[config.mk]
export PLATFORM = sky130hd
export DESIGN_NAME = bcd_stopwatch_ctrl_flat
export DESIGN_NICKNAME = d
export VERILOG_FILES = /design/src/rtl/bcd_stopwatch_ctrl_if.sv /design/src/rtl/bcd_stopwatch_ctrl.sv /design/src/flat_wrapper.sv
export SDC_FILE = /design/constraint.sdc
export NUM_CORES = 1
export LEC_CHECK = 0
export ABC_AREA = 1
export BUFFER_PORTS_ARGS = -buffer_cell sky130_fd_sc_hd__buf_2
export CORE_MARGIN = 3
export CORE_UTILIZATION = 42
export DETAILED_ROUTE_END_ITERATION = 6
export GPL_TIMING_DRIVEN = 0
export PLACE_DENSITY = 0.76
export SKIP_CTS_REPAIR_TIMING = 1
export SLEW_MARGIN = 0
export SYNTH_ARGS = -nofsm -noshare
export SYNTH_HDL_FRONTEND = slang
export SYNTH_SLANG_ARGS = --single-unit
[constraint.sdc]
create_clock -name clk -period 3.2 [get_ports clk]
set_clock_uncertainty 0.1 [all_clocks]
set_input_delay 0.64 -clock clk [delete_from_list [all_inputs] [get_ports clk]]
set_output_delay 0.64 -clock clk [all_outputs]
set_load 0.02 [all_outputs]
[src/rtl/bcd_stopwatch_ctrl_if.sv]
// Command and readout bundle for the BCD stopwatch controller.
// The master issues one-cycle commands; the slave drives the live count, lap snapshot and flags.
interface bcd_stopwatch_ctrl_if #(
   parameter int DIGITS = 4
);
   logic                  start;
   logic                  stop;
   logic                  clear;
   logic                  lap;
   logic                  running;
   logic                  tick;
   logic [4*DIGITS-1:0]   bcd;
   logic [4*DIGITS-1:0]   lap_bcd;
   logic                  lap_valid;
   logic                  ovf;

   modport master (
      output start, stop, clear, lap,
      input  running, tick, bcd, lap_bcd, lap_valid, ovf
   );

   modport slave (
      input  start, stop, clear, lap,
      output running, tick, bcd, lap_bcd, lap_valid, ovf
   );
endinterface

[src/rtl/bcd_stopwatch_ctrl.sv]
// Multi-digit BCD stopwatch: prescaled tick, same-edge carry ripple across digits,
// start/stop/clear state machine, lap snapshots and a sticky overflow flag.
module bcd_stopwatch_ctrl #(
   parameter int DIGITS   = 4,
   parameter int TICK_DIV = 10
) (
   input  logic                 clk,
   input  logic                 rstn,
   bcd_stopwatch_ctrl_if.slave  bus
);
   localparam int W  = 4 * DIGITS;
   localparam int PW = (TICK_DIV > 1) ? $clog2(TICK_DIV) : 1;
   localparam logic [PW-1:0] PRE_LAST = PW'(TICK_DIV - 1);

   typedef enum logic [1:0] {
      IDLE,
      RUN,
      PAUSE
   } state_t;

   state_t          state;
   state_t          next_state;
   logic [PW-1:0]   prescaler;
   logic [PW-1:0]   next_prescaler;
   logic [W-1:0]    count;
   logic [W-1:0]    count_inc;
   logic [W-1:0]    lap_count;
   logic            lap_pulse;
   logic            ovf_flag;
   logic            all_nines;
   logic            carry;
   logic            tick_now;
   logic            lap_take;

   always_ff @(posedge clk or negedge rstn) begin
      if (!rstn) begin
         state     <= IDLE;
         prescaler <= '0;
      end else begin
         state     <= next_state;
         prescaler <= next_prescaler;
      end
   end

   // clear beats stop beats start; stop+start in PAUSE therefore stays paused
   always_comb begin
      next_state = state;
      if (bus.clear) begin
         next_state = IDLE;
      end else begin
         case (state)
            IDLE:    if (bus.start) next_state = RUN;
            RUN:     if (bus.stop) next_state = PAUSE;
            PAUSE:   if (bus.start && !bus.stop) next_state = RUN;
            default: next_state = IDLE;
         endcase
      end
   end

   assign tick_now = (state == RUN) && (prescaler == PRE_LAST) && !bus.stop && !bus.clear;

   // A stop edge freezes the prescaler too, so a resume picks up the exact elapsed phase
   always_comb begin
      next_prescaler = prescaler;
      if (bus.clear || (state == IDLE)) begin
         next_prescaler = '0;
      end else if ((state == RUN) && !bus.stop) begin
         next_prescaler = (prescaler == PRE_LAST) ? '0 : prescaler + PW'(1);
      end
   end

   always_comb begin
      count_inc = count;
      carry     = 1'b1;
      for (int k = 0; k < DIGITS; k++) begin
         if (carry) begin
            if (count[4*k +: 4] == 4'd9) begin
               count_inc[4*k +: 4] = 4'd0;
            end else begin
               count_inc[4*k +: 4] = count[4*k +: 4] + 4'd1;
               carry               = 1'b0;
            end
         end
      end
      all_nines = carry;
   end

   always_ff @(posedge clk or negedge rstn) begin
      if (!rstn) begin
         count    <= '0;
         ovf_flag <= 1'b0;
      end else if (bus.clear) begin
         count    <= '0;
         ovf_flag <= 1'b0;
      end else if (tick_now) begin
         count <= count_inc;
         if (all_nines) ovf_flag <= 1'b1;
      end
   end

   // Snapshot takes the pre-increment count when lap and tick coincide
   assign lap_take = bus.lap && !bus.clear && (state != IDLE);

   always_ff @(posedge clk or negedge rstn) begin
      if (!rstn) begin
         lap_count <= '0;
         lap_pulse <= 1'b0;
      end else begin
         lap_pulse <= lap_take;
         if (lap_take) lap_count <= count;
      end
   end

   assign bus.running   = (state == RUN);
   assign bus.tick      = tick_now;
   assign bus.bcd       = count;
   assign bus.lap_bcd   = lap_count;
   assign bus.lap_valid = lap_pulse;
   assign bus.ovf       = ovf_flag;
endmodule

[src/flat_wrapper.sv]
// flat-port wrapper written by rule: the top's interface ports become plain ports
module bcd_stopwatch_ctrl_flat 
#(
   parameter int DIGITS   = 4,
   parameter int TICK_DIV = 10
)
  (clk, rstn, bus_start, bus_stop, bus_clear, bus_lap, bus_running, bus_tick, bus_bcd, bus_lap_bcd, bus_lap_valid, bus_ovf);
  bcd_stopwatch_ctrl_if #(.DIGITS(DIGITS)) bus_i ();
  input  logic clk;
  input  logic rstn;
  input wire logic [$bits(bus_i.start)-1:0] bus_start;
  input wire logic [$bits(bus_i.stop)-1:0] bus_stop;
  input wire logic [$bits(bus_i.clear)-1:0] bus_clear;
  input wire logic [$bits(bus_i.lap)-1:0] bus_lap;
  output wire logic [$bits(bus_i.running)-1:0] bus_running;
  output wire logic [$bits(bus_i.tick)-1:0] bus_tick;
  output wire logic [$bits(bus_i.bcd)-1:0] bus_bcd;
  output wire logic [$bits(bus_i.lap_bcd)-1:0] bus_lap_bcd;
  output wire logic [$bits(bus_i.lap_valid)-1:0] bus_lap_valid;
  output wire logic [$bits(bus_i.ovf)-1:0] bus_ovf;
  assign bus_i.start = bus_start;
  assign bus_i.stop = bus_stop;
  assign bus_i.clear = bus_clear;
  assign bus_i.lap = bus_lap;
  assign bus_running = bus_i.running;
  assign bus_tick = bus_i.tick;
  assign bus_bcd = bus_i.bcd;
  assign bus_lap_bcd = bus_i.lap_bcd;
  assign bus_lap_valid = bus_i.lap_valid;
  assign bus_ovf = bus_i.ovf;
  bcd_stopwatch_ctrl #(.DIGITS(DIGITS), .TICK_DIV(TICK_DIV)) u_core (.clk(clk), .rstn(rstn), .bus(bus_i));
endmodule
==> flow_summary.html <==
<table>
<tr><th>Metric</th><th>Value</th></tr>
<tr><th colspan="2">Outcome</th></tr>
<tr><td>Status</td><td>completed</td></tr>
<tr><th colspan="2">Clock tree</th></tr>
<tr><td>Clock Tree Buf Depth</td><td>2</td></tr>
<tr><td>Clock Root Buffer</td><td>sky130_fd_sc_hd__clkbuf_8</td></tr>
<tr><td>Clock net sink count</td><td>40</td></tr>
<tr><td>Number of levels in the clock H-tree</td><td>2</td></tr>
<tr><td>CTS tree</td><td>done</td></tr>
<tr><td>Number of clock buffers inserted by TritonCTS</td><td>5</td></tr>
<tr><td>Clock latency on the worst-skew pair</td><td>around 0.29 ns</td></tr>
<tr><td>Clock transition at the registers of the reported paths</td><td>roughly 0.070 ns</td></tr>
<tr><th colspan="2">Worst setup path</th></tr>
<tr><td>Required time at the endpoint of the critical path</td><td>~2.5 ns</td></tr>
<tr><td>Cell at the slowest stage of the critical path</td><td>sky130_fd_sc_hd__dfrtp_1</td></tr>
<tr><td>Buffer and inverter count on the worst path</td><td>2</td></tr>
<tr><td>Flop-to-flop setup slack</td><td>approximately 1.5 ns</td></tr>
<tr><td>Most used cell along the critical path</td><td>sky130_fd_sc_hd__nor2_1</td></tr>
<tr><td>Number of cells on the worst reg-to-reg path</td><td>9</td></tr>
<tr><td>Family with the most delay on the worst path</td><td>simple AND/OR/NAND/NOR gates</td></tr>
<tr><td>CP Cell Sequence</td><td>inv_1 -&gt; ha_1 -&gt; nand2_1 -&gt; nor2_1 -&gt; nand2_2 -&gt; nor2_1 -&gt; buf_2</td></tr>
<tr><td>Crit-path max cell delay</td><td>0.40 ns</td></tr>
<tr><td>CP startpoint kind</td><td>flop</td></tr>
<tr><td>Critical path class</td><td>flop to primary output</td></tr>
<tr><td>Arrival time reported for the critical path endpoint</td><td>~1.5 ns</td></tr>
<tr><td>Number of cells on the critical path</td><td>7</td></tr>
<tr><td>Worst Setup End Kind</td><td>primary output</td></tr>
<tr><td>Biggest fanout along the worst timing path</td><td>3</td></tr>
<tr><th colspan="2">GRT</th></tr>
<tr><td>Number of global-route vias before repair</td><td>about 1.6k</td></tr>
<tr><td>Aggregate global-route resource usage</td><td>between 10% and 20%</td></tr>
<tr><td>First-pass GRT wire length</td><td>7420 microns</td></tr>
<tr><td>Overflow after GRT</td><td>0</td></tr>
<tr><td>Initial antenna violation count</td><td>0</td></tr>
<tr><td>Maximum number of pins on one net before global-route repair</td><td>41</td></tr>
<tr><th colspan="2">Synth</th></tr>
<tr><td>Share of synthesized area occupied by flip-flops and latches</td><td>48.7%</td></tr>
<tr><td>Number of distinct library cells after synthesis</td><td>26</td></tr>
<tr><td>Average cell area after synthesis</td><td>between 8 and 9 sq um</td></tr>
<tr><td>Main synth FF type</td><td>sky130_fd_sc_hd__dfrtp_1</td></tr>
<tr><td>Mapped Nets</td><td>roughly 250</td></tr>
<tr><td>Largest area contributor in the netlist</td><td>sky130_fd_sc_hd__dfrtp_1</td></tr>
<tr><td>Synthesized instance count</td><td>235</td></tr>
<tr><td>Total standard cell area after synthesis</td><td>between 2000 and 2500 sq um</td></tr>
<tr><td>Number of warnings printed during yosys synthesis</td><td>0</td></tr>
<tr><td>Fraction of registers with async set or reset after synthesis</td><td>100%</td></tr>
<tr><td>Number of flops mapped to enable cells by yosys</td><td>0</td></tr>
<tr><td>Synth top area share</td><td>48.7%</td></tr>
<tr><td>Cells taking the most area after synthesis</td><td>sky130_fd_sc_hd__dfrtp_1 49%, sky130_fd_sc_hd__nand2_1 12%, sky130_fd_sc_hd__nand3_1 5.1%, sky130_fd_sc_hd__o21ai_2 5.1%, sky130_fd_sc_hd__ha_1 4.9%</td></tr>
<tr><td>Synth Register Bits</td><td>40</td></tr>
<tr><th colspan="2">Layout</th></tr>
<tr><td>Share of final-layout standard cells stronger than drive strength 1</td><td>approximately 28%</td></tr>
<tr><td>Most common library cell in the layout ignoring fill and taps</td><td>sky130_fd_sc_hd__nand2_1</td></tr>
<tr><td>Antenna Cells</td><td>0</td></tr>
<tr><td>Relative area change from synthesis to final layout</td><td>18.1%</td></tr>
<tr><td>Commonest cells after routing, fill and taps aside</td><td>66 x sky130_fd_sc_hd__nand2_1, 41 x sky130_fd_sc_hd__buf_2, 40 x sky130_fd_sc_hd__dfrtp_1</td></tr>
<tr><td>Final-stage net count</td><td>roughly 300</td></tr>
<tr><th colspan="2">Timing</th></tr>
<tr><td>Setup WS post-layout</td><td>~0.93 ns</td></tr>
<tr><td>Number of max-slew violations in the final report</td><td>0</td></tr>
<tr><td>Setup repair after global routing missed its margin</td><td>false</td></tr>
<tr><td>Number of failing hold endpoints at the final stage</td><td>0</td></tr>
<tr><td>Final count of negative-setup-slack endpoints</td><td>0</td></tr>
<tr><td>Highest Clock Rate</td><td>about 440 MHz</td></tr>
<tr><td>Sum Neg Setup Slack</td><td>0 ns</td></tr>
<tr><td>Shortest clock period the worst path allows after layout</td><td>between 2 and 2.5 ns</td></tr>
<tr><td>Worst-margin pin slew</td><td>slightly below 0.9 ns</td></tr>
<tr><td>Final worst path period share</td><td>70.9%</td></tr>
<tr><td>Relative slew margins</td><td>between 40 and 50%</td></tr>
<tr><th colspan="2">Routing</th></tr>
<tr><td>Final ANT Viol Nets</td><td>0</td></tr>
<tr><td>Average routed wire per standard cell</td><td>approximately 12 microns</td></tr>
<tr><td>Routed vias</td><td>~1.7k</td></tr>
<tr><td>First-pass detailed-route iteration total</td><td>4</td></tr>
<tr><td>Post-detailed-routing wire length</td><td>between 4000 and 5000 microns</td></tr>
<tr><td>Detail-routed via count per cell</td><td>approximately 4.9</td></tr>
<tr><td>Total DRC errors in the routed layout</td><td>0</td></tr>
<tr><td>1st-iter DRT viols</td><td>between 100 and 150</td></tr>
<tr><th colspan="2">Die</th></tr>
<tr><td>Initial cell density of the core</td><td>approximately 45%</td></tr>
<tr><td>Die X</td><td>76.0 microns</td></tr>
<tr><td>Number of top-level pins</td><td>42</td></tr>
<tr><td>Floorplan die height</td><td>~76 microns</td></tr>
<tr><td>Placeable core region</td><td>4530 sq um</td></tr>
<tr><td>Number of placement rows</td><td>24</td></tr>
<tr><td>Die area</td><td>between 5000 and 6000 sq um</td></tr>
<tr><th colspan="2">Job</th></tr>
<tr><td>Maxcap violations</td><td>0</td></tr>
<tr><th colspan="2">Place</th></tr>
<tr><td>Worst slack at placement</td><td>~1.2 ns</td></tr>
<tr><td>Number of input and output port buffers inserted</td><td>40</td></tr>
<tr><td>Final weighted congestion of routability-driven global placement</td><td>between 0.7 and 0.8</td></tr>
<tr><td>HPWL after detailed placement</td><td>3060 microns</td></tr>
<tr><th colspan="2">Pwr</th></tr>
<tr><td>Comb power frac</td><td>roughly a quarter</td></tr>
<tr><td>Switching power total</td><td>roughly 0.43 mW</td></tr>
<tr><td>Switching Fraction</td><td>33.7%</td></tr>
<tr><td>Maximum VDD drop</td><td>approximately 0.00023 V</td></tr>
<tr><td>Clock share of power</td><td>26.6%</td></tr>
<tr><td>Internal power</td><td>approximately 0.85 mW</td></tr>
<tr><td>Power density of the placed cells</td><td>529 nW/um^2</td></tr>
<tr><td>Sequential share of power</td><td>47.8%</td></tr>
<tr><td>Leak</td><td>around 1.3 nW</td></tr>
<tr><th colspan="2">Min path</th></tr>
<tr><td>Worst hold-check path type</td><td>input pin to asynchronous set/reset pin</td></tr>
</table>
## routing by layer
| layer | wire length (microns) | track usage (%) | up-vias | part of all wire, % |
|---|---|---|---|---|
| li1 | - | - | 852 | - |
| met1 | 1920 | 20.4 | 795 | 46 |
| met2 | 1950 | 25.3 | 41 | 47 |
| met3 | 220 | 4.14 | 6 | 5.3 |
| met4 | 48 | 5.25 | 0 | 1.2 |
| met5 | 0 | 0 | - | 0 |
## state kept, by name, indices dropped and copies added (netlist names)
| signal | cells |
|---|---|
| u_core.bus.lap_bcd | 16 |
| u_core.bus.bcd | 16 |
| u_core.bus.ovf | 1 |
| u_core.prescaler | 4 |
| u_core.bus.lap_valid | 1 |
| u_core.state | 2 |
## through the flow
stage	hold slack, ns	util, %	cells	power [mW]	area [sq um]
finish	0.363	53.6	348	1.28	2430
global route	0.398	53.6	348	1.37	2430
CTS	0.380	53.6	348	1.30	2430
detailed placement	0.362	51.6	340	0.958	2340
global placement	0.357	51.6	340	0.951	2340
floorplan	0.244	-	235	0.849	2060
## logic make-up after synthesis
logic type / count (synthesis) / share of synthesized area (%)
compound gates: 32 / 10.8
xor+xnor: 7 / 2.98
flops: 40 / 48.7
simple gates: 119 / 26.0
buf+inv: 29 / 6.69
fa+ha+maj: 8 / 4.87
## cells in the mapped netlist, types with 3 or more instances
cell                      number
sky130_fd_sc_hd__dfrtp_1      40
sky130_fd_sc_hd__nand2_1      66
sky130_fd_sc_hd__nand4_1       5
sky130_fd_sc_hd__o21ai_0       6
sky130_fd_sc_hd__xnor2_1       3
sky130_fd_sc_hd__inv_1        19
sky130_fd_sc_hd__ha_1          8
sky130_fd_sc_hd__o22ai_1       5
sky130_fd_sc_hd__nand3_1      21
sky130_fd_sc_hd__nand2_2       6
sky130_fd_sc_hd__buf_6         3
sky130_fd_sc_hd__o21ai_2      12
sky130_fd_sc_hd__nor2_1       16
sky130_fd_sc_hd__o21ai_1       7
sky130_fd_sc_hd__xor2_1        4
sky130_fd_sc_hd__inv_2         3
## layout make-up
class	instances	area, sq um
fill	453	2110
sequential	40	1000
multi-input combinational	166	918
timing repair buffer	40	200
clock buffer	8	90.1
inverter	23	86.3
tap	65	81.3
buffer	6	51.3
## path summary, 6_finish.rpt
check | from | endpoint
min in group clk | u_core.bus.lap_bcd[12] | u_core.bus.lap_bcd[12]
min | rstn | u_core.bus.lap_bcd[1]
max in group asynchronous | rstn | u_core.bus.ovf
min reg2reg | u_core.bus.lap_bcd[12] | u_core.bus.lap_bcd[12]
max reg2reg | u_core.bus.bcd[1] | u_core.bus.bcd[8]
max | u_core.prescaler[1] | bus_tick
## power groups by stage
stage / clock (mW) / sequential, mW / combinational [mW]
final: 0.341 / 0.614 / 0.330
after global routing: 0.375 / 0.627 / 0.368
after CTS: 0.352 / 0.614 / 0.335
after detailed placement: 0 / 0.624 / 0.334
after global placement: 0 / 0.624 / 0.327
after floorplan: 0 / 0.692 / 0.157
Power figures use the tool's default switching activity.
